--- config.mk ---
export PLATFORM = sky130hd
export DESIGN_NAME = spi_shift_engine
export DESIGN_NICKNAME = d
export VERILOG_FILES = /design/src/rtl/spi_shift_engine.sv
export SDC_FILE = /design/constraint.sdc
export NUM_CORES = 1
export LEC_CHECK = 0
export BUFFER_PORTS_ARGS = -buffer_cell sky130_fd_sc_hd__buf_2
export CAP_MARGIN = 20
export CORE_ASPECT_RATIO = 0.75
export CORE_MARGIN = 2
export CORE_UTILIZATION = 55
export CTS_CLUSTER_SIZE = 16
export DETAILED_ROUTE_END_ITERATION = 8
export GPL_TIMING_DRIVEN = 0
export PLACE_DENSITY = 0.8
export SETUP_SLACK_MARGIN = 0.02
export SYNTH_ARGS = -nofsm -noshare
export SYNTH_HDL_FRONTEND = slang
export SYNTH_SLANG_ARGS = --single-unit
--- constraint.sdc ---
create_clock -name clk_i -period 3.1 [get_ports clk_i]
set_input_delay 0.62 -clock clk_i [delete_from_list [all_inputs] [get_ports clk_i]]
set_output_delay 0.62 -clock clk_i [all_outputs]
set_load 0.01 [all_outputs]
--- src/rtl/spi_shift_engine.sv ---
// SPI shift engine: pops TX words, frames them with cs_n, shifts MSB-first in CPOL/CPHA mode.
// Optional receive path (MISO capture, RX FIFO push) is built only when SPI_ENGINE_RX_EN is defined.
module spi_shift_engine #(
    parameter int DATA_WIDTH = 32,
    parameter int DIV_WIDTH  = 16
) (
    input  logic                  clk_i,
    input  logic                  reset_n_i,
    input  logic                  enable_i,
    input  logic [DIV_WIDTH-1:0]  clk_div_i,
    input  logic                  cpol_i,
    input  logic                  cpha_i,
    output logic                  tx_rd_o,
    input  logic [DATA_WIDTH-1:0] tx_data_i,
    input  logic                  tx_empty_i,
    output logic                  rx_wr_o,
    output logic [DATA_WIDTH-1:0] rx_data_o,
    input  logic                  rx_full_i,
    output logic                  rx_overflow_o,
    output logic                  busy_o,
    output logic                  sclk_o,
    output logic                  mosi_o,
    output logic                  cs_n_o,
    input  logic                  miso_i
);

    localparam int EDGES  = 2 * DATA_WIDTH;
    localparam int ECNT_W = $clog2(EDGES) + 1;

    typedef enum logic [2:0] {
        IDLE,
        SETUP,
        SHIFT,
        HOLD,
        GAP
    } state_t;

    state_t                 state;
    logic [DIV_WIDTH-1:0]   hcnt;
    logic [DIV_WIDTH-1:0]   div_q;
    logic [ECNT_W-1:0]      ecnt;
    logic                   cpol_q;
    logic                   cpha_q;
    logic [DATA_WIDTH-1:0]  tx_shift;

    logic                   half_done;
    logic                   edge_fire;
    logic [ECNT_W-1:0]      ecnt_nxt;
    logic                   edge_lead;
    logic                   edge_last;
    logic                   pop_next;

    assign half_done = (hcnt == div_q);
    assign edge_fire = half_done && ((state == SETUP) || (state == SHIFT));
    assign ecnt_nxt  = ecnt + ECNT_W'(1);
    // Edges are numbered from 1: odd numbers are leading, even numbers trailing.
    assign edge_lead = ecnt_nxt[0];
    assign edge_last = (ecnt_nxt == ECNT_W'(EDGES));
    assign pop_next  = enable_i && !tx_empty_i;

    always_ff @(posedge clk_i or negedge reset_n_i) begin
        if (!reset_n_i) begin
            state    <= IDLE;
            hcnt     <= '0;
            div_q    <= '0;
            ecnt     <= '0;
            cpol_q   <= 1'b0;
            cpha_q   <= 1'b0;
            tx_shift <= '0;
            tx_rd_o  <= 1'b0;
            busy_o   <= 1'b0;
            sclk_o   <= 1'b0;
            mosi_o   <= 1'b0;
            cs_n_o   <= 1'b1;
        end else begin
            case (state)
                IDLE: begin
                    sclk_o <= cpol_i;
                    cs_n_o <= 1'b1;
                    if (tx_rd_o) begin
                        // The pop strobe is visible this cycle; the FIFO head is still valid.
                        tx_rd_o  <= 1'b0;
                        tx_shift <= tx_data_i;
                        div_q    <= clk_div_i;
                        cpol_q   <= cpol_i;
                        cpha_q   <= cpha_i;
                        if (!cpha_i) begin
                            mosi_o <= tx_data_i[DATA_WIDTH-1];
                        end
                        cs_n_o   <= 1'b0;
                        busy_o   <= 1'b1;
                        hcnt     <= '0;
                        ecnt     <= '0;
                        state    <= SETUP;
                    end else begin
                        tx_rd_o <= pop_next;
                    end
                end
                SETUP, SHIFT: begin
                    if (half_done) begin
                        hcnt   <= '0;
                        ecnt   <= ecnt_nxt;
                        sclk_o <= ~sclk_o;
                        if (edge_lead && cpha_q) begin
                            mosi_o   <= tx_shift[DATA_WIDTH-1];
                            tx_shift <= {tx_shift[DATA_WIDTH-2:0], 1'b0};
                        end else if (!edge_lead && !cpha_q && !edge_last) begin
                            mosi_o   <= tx_shift[DATA_WIDTH-2];
                            tx_shift <= {tx_shift[DATA_WIDTH-2:0], 1'b0};
                        end
                        state <= edge_last ? HOLD : SHIFT;
                    end else begin
                        hcnt <= hcnt + DIV_WIDTH'(1);
                    end
                end
                HOLD: begin
                    sclk_o <= cpol_q;
                    if (half_done) begin
                        hcnt   <= '0;
                        cs_n_o <= 1'b1;
                        state  <= GAP;
                    end else begin
                        hcnt <= hcnt + DIV_WIDTH'(1);
                    end
                end
                GAP: begin
                    sclk_o <= cpol_q;
                    cs_n_o <= 1'b1;
                    if (half_done) begin
                        // Deciding the next pop here lets back-to-back words pop on IDLE entry.
                        hcnt    <= '0;
                        busy_o  <= 1'b0;
                        tx_rd_o <= pop_next;
                        state   <= IDLE;
                    end else begin
                        hcnt <= hcnt + DIV_WIDTH'(1);
                    end
                end
                default: begin
                    state   <= IDLE;
                    busy_o  <= 1'b0;
                    cs_n_o  <= 1'b1;
                    tx_rd_o <= 1'b0;
                end
            endcase
        end
    end

`ifdef SPI_ENGINE_RX_EN
    logic [DATA_WIDTH-1:0] rx_shift;
    logic [DATA_WIDTH-1:0] rx_next;
    logic                  sample;

    // CPHA=0 samples on leading edges, CPHA=1 on trailing edges.
    assign sample  = edge_fire && (edge_lead != cpha_q);
    assign rx_next = sample ? {rx_shift[DATA_WIDTH-2:0], miso_i} : rx_shift;

    always_ff @(posedge clk_i or negedge reset_n_i) begin
        if (!reset_n_i) begin
            rx_shift      <= '0;
            rx_data_o     <= '0;
            rx_wr_o       <= 1'b0;
            rx_overflow_o <= 1'b0;
        end else begin
            rx_wr_o       <= 1'b0;
            rx_overflow_o <= 1'b0;
            if (edge_fire) begin
                rx_shift <= rx_next;
            end
            if (edge_fire && edge_last) begin
                if (!rx_full_i) begin
                    rx_wr_o   <= 1'b1;
                    rx_data_o <= rx_next;
                end else begin
                    rx_overflow_o <= 1'b1;
                end
            end
        end
    end
`else
    logic unused_rx;

    assign unused_rx     = miso_i ^ rx_full_i;
    assign rx_wr_o       = 1'b0;
    assign rx_overflow_o = 1'b0;
    assign rx_data_o     = '0;
`endif

endmodule

### Word level (Yosys, flattened, before mapping)

Cells that the tools add are included.

| storage, ports and cells | value |
|---|---|
| register bits | 81 |
| output and inout bits | 39 |
| bits of input ports | 56 |

| operators by class | value |
|---|---|
| eq/ne operators | 12 |
| reduce and logical (&&, ||, !) cells | 26 |
| $add $sub $neg | 2 |
| bitwise gates (word level) | 3 |
| mux-type cells | 34 |

Operator list:

| kind | number |
|---|---|
| 32-bit two-way mux | 4 |
| 32-bit one-hot mux with 2 select lines | 1 |
| 16-bit two-way mux | 2 |
| 16-bit one-hot mux with 2 select lines | 1 |
| 16-bit by 1-bit adder with 16-bit output (second input constant) | 1 |
| 16-bit == test | 1 |
| 7-bit two-way mux | 2 |
| 7-bit one-hot mux with 2 select lines | 1 |
| 1-bit two-way mux | 13 |
| 3-bit two-way mux | 4 |
| 1-bit one-hot mux with 3 select lines | 4 |
| 3-bit one-hot mux with 4 select lines | 1 |
| 2-bit inequality test (second input constant) | 5 |
| 2-bit AND reduction | 5 |
| 4-bit AND reduction | 2 |
| 7-bit by 1-bit adder with 7-bit output (second input constant) | 1 |
| 7-bit == test (second input constant) | 1 |
| 3-bit by 2-bit == test with 1-bit output (second input constant) | 2 |
| 3-bit AND reduction | 2 |
| 5-bit AND reduction | 1 |
| 1-bit logical AND | 4 |
| 1-bit zero test | 4 |
| 2-bit nonzero test | 2 |
| 2-bit OR reduction | 2 |
| other kinds (9) | 11 |

### Logic depth before layout (Yosys ltp)

Gate-level depths: netlist of run 1.

| depth | value |
|---|---|
| word-level depth | 8 |
| gate-level depth with buffers | 8 |

### Worst setup path before layout of run 1

No wires, ideal clock.

| path | value |
|---|---|
| kind | reg2reg |
| from | register ecnt[0] |
| to | register tx_shift[3] |
| data required time | 2975 ps |
| cell stages (with the launch flop) | 9 |
| data arrival time | 2254 ps |
| slack | 720 ps |
| setup time | 125 ps |
| path buffers | 1 |
| path through | dfrtp_1 > ha_1 > xnor2_1 > or4_1 > o2bb2ai_1 > a211oi_2 > a21oi_2 > buf_6 > mux2_4 |

| between the ends | value |
|---|---|
| longest elaborated chain between the ends | 6 |
| elaborated cells on any way between the ends | 12 |

RTL lines:

| element | RTL line | source |
|---|---|---|
| start, declared | 41 | `logic [ECNT_W-1:0] ecnt;` |
| start signal, assigned | 102 | `ecnt <= ecnt_nxt;` |
| 7-bit by 1-bit adder with 7-bit output * | 55 | `assign ecnt_nxt = ecnt + ECNT_W'(1);` |
| 7-bit == test or 1-bit zero test (tied branches) | 58, 107 |  |
| 1-bit zero test or 1-bit logical AND (tied branches) | 107 | `end else if (!edge_lead && !cpha_q && !edge_last) begin` |
| 1-bit logical AND | 107 |  |
| 3-bit inequality test (no source line) | - |  |
| 4-bit AND reduction (no source line) | - |  |
| end signal, assigned | 83 | `tx_shift <= tx_data_i;` |
| end signal, assigned | 106 | `tx_shift <= {tx_shift[DATA_WIDTH-2:0], 1'b0};` |
| end signal, assigned | 109 | `tx_shift <= {tx_shift[DATA_WIDTH-2:0], 1'b0};` |
| end, declared | 44 | `logic [DATA_WIDTH-1:0] tx_shift;` |

Every way passes the cells marked *; elsewhere a longest branch is shown, timed or not. The select of a mux whose other input is x is not followed.
A chain may end at the register's enable or synchronous reset.

### Worst setup path in the final report of run 1

| path | value |
|---|---|
| from | register hcnt[0] |
| to | register tx_shift[9] |

| between the ends | value |
|---|---|
| longest elaborated chain between the ends | 3 |

RTL lines:

| element | RTL line | source |
|---|---|---|
| start, declared | 39 | `logic [DIV_WIDTH-1:0] hcnt;` |
| start signal, assigned | 113 | `hcnt <= hcnt + DIV_WIDTH'(1);` |
| start signal, assigned | 123 | `hcnt <= hcnt + DIV_WIDTH'(1);` |
| start signal, assigned | 136 | `hcnt <= hcnt + DIV_WIDTH'(1);` |
| 16-bit == test | 53 | `assign half_done = (hcnt == div_q);` |
| 2-bit inequality test (no source line) | - |  |
| 4-bit AND reduction (no source line) | - |  |

No other way between the ends.

==> run summary, run 1 <==
DRT antenna net count: 0
total congestion overflow: 0
number of filler instances in the final layout: 642
number of buffers created by CTS: 9
global-route wire length before repair: 15070 um
worst slew slack as a fraction of its limit: 0.5488
classification of the worst-slack hold path: input pin to asynchronous set/reset pin
slowest cell on the critical path: sky130_fd_sc_hd__nor4_1
LEAKAGE: 0.002769 uW
fmax: 339.4 MHz
transition at the pin with the smallest max-transition slack: 669.7 ps
io pins: 95
diodes inserted: 0
number of hold violations in the final report: 0
count of H-tree levels built during CTS: 3
post-cts resize count: 0
highest cell delay on the worst timing path: 390 ps
Multi-input gate area: 2177 sq um
crit share post-route: 0.9504
required arrival time at the worst endpoint: 3330 ps
placeable core area: 7883 sq um
Final GP Congestion: 0.8822
initial core utilization: 0.5673
Maximum Capacitance Violations: 0
number of slew-limit violations in the final report: 0
final-layout setup total negative slack: 0 ps
CP Launch Point: hcnt[0]
synthesized instance count: 497
final std cell area, no fill: 5274 sq um
Sequential Area: 2028 sq um
maximum number of pins on one net before global-route repair: 53
Detailed Routing Iterations Pass 1: 5
share of Yosys cell area claimed by the top area cell type: 0.4477
worst path arrival time: 3180 ps
number of hold buffers added after CTS: 0
register area share after synthesis: 0.4536
DRC: 0
total via count in the routed design: 3571
clock slew seen by the registers of the worst setup and hold paths: 90 ps
row count: 28
Die Span Y: 82.09 um
Root Buffer: sky130_fd_sc_hd__clkbuf_8
CTS tree: done
Vias/cell: 5.030
buffers added on ports: 58
CP startpoint kind: flip-flop
fin crit period: 2946 ps
GRT Resource Usage Total: 0.2188
Syn Area/Cell: 8.998 sq um
launching point of the worst reg2reg path: hcnt[0]
RSZ-0062 raised after global routing: no
power density over cell area: 755.1 nW/um^2
number of buffers inserted by post-CTS setup repair: 0
wire length after detailed routing: 9219 um
die span in x: 108.1 um
area growth from synthesis to layout: 17.94%
number of synthesized register bits: 81
status: complete, no violations
most area-consuming cells after synthesis: sky130_fd_sc_hd__dfrtp_1 (45%), sky130_fd_sc_hd__nand2_1 (14%), sky130_fd_sc_hd__mux2_2 (7.3%)
Worst Clk Skew: 12.68 ps
die outline area: 8876 sq um
via count of the first global-routing pass: 3268
DRC violation total after the first TritonRoute iteration: 148
share of final-layout standard cells stronger than drive strength 1: 0.2496
detailed-placement wirelength estimate: 6802 um
critical path capture point type: flip-flop
Bufs on Longest Clock Path: 2
critical path fanouts, max: 10
clock insertion delay at the later pin of the skew report: 350 ps
worst setup path category: flip-flop to flip-flop
Synthesis Warnings: 0
crit path cell chain: clkbuf_1 -> xor2_1 -> nor4_1 -> nand4_1 -> nand2b_1 -> a21oi_2 -> buf_6 -> mux2_2
Netlist cell types: 48
final setup violation count: 0
largest area contributor in the netlist: sky130_fd_sc_hd__dfrtp_1
post-synthesis async set-or-reset flop share: 1.000
peak supply drop: 0.3819 mV
cell area reported after detailed placement: 5047 sq um
Net count, final: 659
detailed-route wire length per cell: 12.98 um
main flop type after synthesis: sky130_fd_sc_hd__dfrtp_1
number of enable flip-flop cells after synthesis: 0
Sink Count: 81
netlist area before placement: 4472 sq um
antenna violations before repair: 0
## kinds of logic after synthesis
| group | synth area share |
|---|---|
| AND/OR/NAND/NOR | 0.2311 |
| XOR/XNOR | 0.06463 |
| flip-flops | 0.4536 |
| buffers and inverters | 0.08729 |
| adder cells (fa/ha/maj) | 0.008395 |
| multiplexers | 0.09989 |
| other | 0.0008386 |
| AO/OA/AOI/OAI | 0.05429 |
## power by group
part	switching, uW	internal [uW]
Sequential	249	1420
Combinational	816	621
Clock	392	482
## worst paths after layout
| check | endpoint | slack, ps | cells after the start |
|---|---|---|---|
| worst max-delay path | tx_shift[9] | 150 | 8 |
| worst min-delay path | div_q[9] | 190 | 1 |
| worst max register to register | tx_shift[9] | 150 | 8 |
| worst min register to register | tx_shift[7] | 510 | 1 |
| max in group asynchronous | cs_n_o | 2300 | 2 |
| min in group clk_i | div_q[7] | 450 | 3 |
## sequential cells by signal, summed over array words and instances (netlist names)
signal,cells
sclk_o,1
cpol_q,1
hcnt,16
state,3
div_q,16
tx_rd_o,1
busy_o,1
cs_n_o,1
tx_shift,32
ecnt,7
cpha_q,1
mosi_o,1
## layout make-up
| type | count | area share |
|---|---|---|
| inverters | 6 | 0.004270 |
| clock buffers | 11 | 0.02681 |
| flip-flops and latches | 81 | 0.3846 |
| plain buffers | 57 | 0.06975 |
| clock inverters | 5 | 0.01613 |
| repair buffers | 59 | 0.06074 |
| multi-input cells | 386 | 0.4128 |
| well taps | 105 | 0.02491 |
## Yosys cell counts, types with 3 or more instances
cell / count
sky130_fd_sc_hd__buf_4: 34
sky130_fd_sc_hd__nor2_1: 28
sky130_fd_sc_hd__nor2b_1: 3
sky130_fd_sc_hd__inv_1: 6
sky130_fd_sc_hd__o21ai_0: 13
sky130_fd_sc_hd__and4_1: 5
sky130_fd_sc_hd__and2_1: 4
sky130_fd_sc_hd__dfrtp_1: 80
sky130_fd_sc_hd__nand4_1: 9
sky130_fd_sc_hd__mux2i_1: 6
sky130_fd_sc_hd__xor2_1: 25
sky130_fd_sc_hd__mux2_2: 29
sky130_fd_sc_hd__mux2_4: 4
sky130_fd_sc_hd__buf_6: 3
sky130_fd_sc_hd__a21oi_1: 8
sky130_fd_sc_hd__nor4_1: 6
sky130_fd_sc_hd__xnor2_1: 8
sky130_fd_sc_hd__nor3_1: 4
sky130_fd_sc_hd__clkbuf_1: 17
sky130_fd_sc_hd__and3_1: 4
sky130_fd_sc_hd__ha_1: 3
sky130_fd_sc_hd__nand2_1: 165
## through the flow
stage                     total power [uW]  setup WS (ps)  std cells  hold WS [ps]    util
final                                 3982          153.6        710         186.9  0.6690
after global routing                  4297          56.90        710         197.6  0.6690
after CTS                             4002          242.1        710         184.8  0.6690
after detailed placement              3114          306.9        694         492.6  0.6403
after global placement                3027          306.6        693         481.5  0.6365
after floorplan                       2721          720.5        530         324.4       -
## critical path, delay by kind of cell (launching register included)
kind	cells	cell delay, ps
DFF	1	360
AOI/OAI and AO/OA	1	380
buffers and inverters	2	590
xor gates and xnor gates	1	120
muxes	1	350
and+or+nand+nor	3	1020
## metal layers
metal	wire length, um	vias up	global-route usage
met3	551	5	0.05887
met1	4369	1680	0.2955
met4	67	0	0.05641
li1	-	1770	-
met2	4231	116	0.3547
met5	0	-	0
## cell usage in the layout, fill, tap and decap left out, types with 5 or more instances in the layout
cell and n:
sky130_fd_sc_hd__xnor2_1 8, sky130_fd_sc_hd__clkbuf_8 10, sky130_fd_sc_hd__nand2_1 165, sky130_fd_sc_hd__mux2_2 29, sky130_fd_sc_hd__a21oi_1 8, sky130_fd_sc_hd__mux2i_1 6, sky130_fd_sc_hd__buf_4 35, sky130_fd_sc_hd__o21ai_0 13
sky130_fd_sc_hd__dfrtp_1 80, sky130_fd_sc_hd__inv_1 6, sky130_fd_sc_hd__clkbuf_1 18, sky130_fd_sc_hd__conb_1 34, sky130_fd_sc_hd__nor4_1 6, sky130_fd_sc_hd__buf_2 58, sky130_fd_sc_hd__nand4_1 9, sky130_fd_sc_hd__xor2_1 25
sky130_fd_sc_hd__nor2_1 28, sky130_fd_sc_hd__and4_1 5
(Power assumes the default switching activity.)
==> run 2, diff against run 1 <==
--- a/config.mk
+++ b/config.mk
@@ -13,6 +13,7 @@
 export CTS_CLUSTER_SIZE = 16
 export DETAILED_ROUTE_END_ITERATION = 8
 export GPL_TIMING_DRIVEN = 0
+export MAX_ROUTING_LAYER = met4
 export PLACE_DENSITY = 0.8
 export SETUP_SLACK_MARGIN = 0.02
 export SYNTH_ARGS = -nofsm -noshare
==> run 2 against run 1 <==
Compared with the run above:
- setup slack better by 130 ps
- wire length is 2.2% higher
- die area is the same
- sequential power is essentially flat
- cell count unchanged
- flip-flop and latch count did not move
- critical endpoint unchanged
- largest power group unchanged
==> run summary, run 2 (synthesis results as in run 1) <==
flip-flop count of the largest register after layout: 32
number of hold violations in the final report: 0
worst setup path category: flip-flop to flip-flop
fin crit period: 2820 ps
share of final-layout standard cells stronger than drive strength 1: 0.2529
Worst Clk Skew: 12.77 ps
cell type group with the largest total delay on the critical path: simple AND/OR/NAND/NOR gates
die outline area: 8876 sq um
Root Buffer: sky130_fd_sc_hd__clkbuf_8
die span in x: 108.1 um
via count of the first global-routing pass: 3388
number of filler instances in the final layout: 647
final setup violation count: 0
final-layout setup total negative slack: 0 ps
Sink Count: 81
number of slew-limit violations in the final report: 0
number of hold buffers added after CTS: 0
number of buffers created by CTS: 9
Vias/cell: 5.066
area growth from synthesis to layout: 18.19%
DRT antenna net count: 0
diodes inserted: 0
critical path fanouts, max: 10
global-route wire length before repair: 15570 um
number of buffer and inverter instances along the worst setup path: 2
combinational share of power: 0.361
peak supply drop: 0.4317 mV
highest-count cells in the layout ignoring fill and taps: sky130_fd_sc_hd__nand2_1 (165), sky130_fd_sc_hd__dfrtp_1 (80), sky130_fd_sc_hd__buf_2 (58), sky130_fd_sc_hd__buf_4 (35), sky130_fd_sc_hd__conb_1 (34)
placeable core area: 7883 sq um
Sequential Power Share: 0.415
DRC: 0
post-route core utilization: 0.6705
crit share post-route: 0.9096
critical path capture point type: flip-flop
CP startpoint kind: flip-flop
switching part of the total power: 0.3681
clock slew seen by the registers of the worst setup and hold paths: 90 ps
maximum number of pins on one net before global-route repair: 53
LEAKAGE: 0.002778 uW
wire length after detailed routing: 9425 um
Final GP Congestion: 0.8963
required arrival time at the worst endpoint: 3330 ps
initial core utilization: 0.5673
count of H-tree levels built during CTS: 3
switching component of the power: 1485 uW
worst path arrival time: 3050 ps
highest cell delay on the worst timing path: 400 ps
clock insertion delay at the later pin of the skew report: 350 ps
Detailed Routing Iterations Pass 1: 4
total congestion overflow: 0
post-cts resize count: 0
Largest Register: tx_shift
crit path cell chain: clkbuf_2 -> xor2_1 -> nor4_1 -> nand4_1 -> nand2b_1 -> a21oi_2 -> buf_6 -> mux2_2
status: complete, no violations
Die Span Y: 82.09 um
buffers added on ports: 58
leading registers by flop count: tx_shift (32), div_q (16), hcnt (16)
RSZ-0062 raised after global routing: no
row count: 28
io pins: 95
classification of the worst-slack hold path: input pin to asynchronous set/reset pin
fmax: 354.6 MHz
number of buffers inserted by post-CTS setup repair: 0
detailed-route wire length per cell: 13.27 um
CTS tree: done
total via count in the routed design: 3597
worst slew slack as a fraction of its limit: 0.5382
antenna violations before repair: 0
Maximum Capacitance Violations: 0
detailed-placement wirelength estimate: 6806 um
slowest cell on the critical path: sky130_fd_sc_hd__dfrtp_1
most common cell after layout, fill and taps aside: sky130_fd_sc_hd__nand2_1
transition at the pin with the smallest max-transition slack: 685.5 ps
power density over cell area: 763.5 nW/um^2
clock network power share: 0.224
cell internal power dissipation: 2550 uW
GRT Resource Usage Total: 0.2331
DRC violation total after the first TritonRoute iteration: 241
Bufs on Longest Clock Path: 2
Net count, final: 659
-- run 2: metal layers --
metal	GRT usage	vias up	part of all wire
li1	-	1780	-
met1	0.3111	1697	0.46
met2	0.3648	106	0.47
met3	0.04710	14	0.052
met4	0.07179	0	0.016
met5	-	-	0
-- run 2: cell type report --
type / count / area, sq um / area share
tap: 105 / 131.4 / 0.02486
buffer: 57 / 369.1 / 0.06984
timing repair buffer: 59 / 320.3 / 0.06061
clock inverter: 5 / 85.08 / 0.01610
inverter: 6 / 22.52 / 0.004261
sequential: 81 / 2028 / 0.3838
clock buffer: 11 / 151.4 / 0.02865
multi-input combinational: 386 / 2177 / 0.4119
-- run 2: per-stage QoR --
stage	hold WS, ps	setup WS, ps	instance area (sq um)	total power (uW)	std cells
final	184.8	280.3	5285	4035	710
after global routing	213.8	45.84	5285	4347	710
after CTS	198.2	213.6	5284	4046	710
after detailed placement	491.1	267.6	5047	3120	694
after global placement	481.5	304.1	5017	3027	693
after floorplan	324.4	720.5	4596	2721	530
-- run 2: worst register-to-register path: cells and delay by family, from the launching register on --
kind,cells,cell delay (ps)
AND/OR/NAND/NOR,3,990
buffers and inverters,2,410
flip-flops,1,400
AO/OA/AOI/OAI,1,380
multiplexers,1,350
XOR/XNOR,1,170
-- run 2: power groups by stage --
stage	Sequential, uW	Clock (uW)	Combinational [uW]
final	1670	905	1450
after global routing	1720	953	1670
after CTS	1670	912	1460
after detailed placement	1690	0	1430
after global placement	1660	0	1360
after floorplan	1620	0	1100
-- run 2: final timing paths --
path | cells past startpoint | end | start | slack [ps]
hold reg to reg | 1 | tx_shift[7] | tx_shift[7] | 510
setup reg to reg | 8 | tx_shift[9] | hcnt[0] | 280
max in group asynchronous | 2 | cs_n_o | reset_n_i | 2300
hold / removal | 1 | div_q[8] | reset_n_i | 180
setup / recovery | 8 | tx_shift[9] | hcnt[0] | 280
min in group clk_i | 3 | div_q[10] | clk_div_i[10] | 450
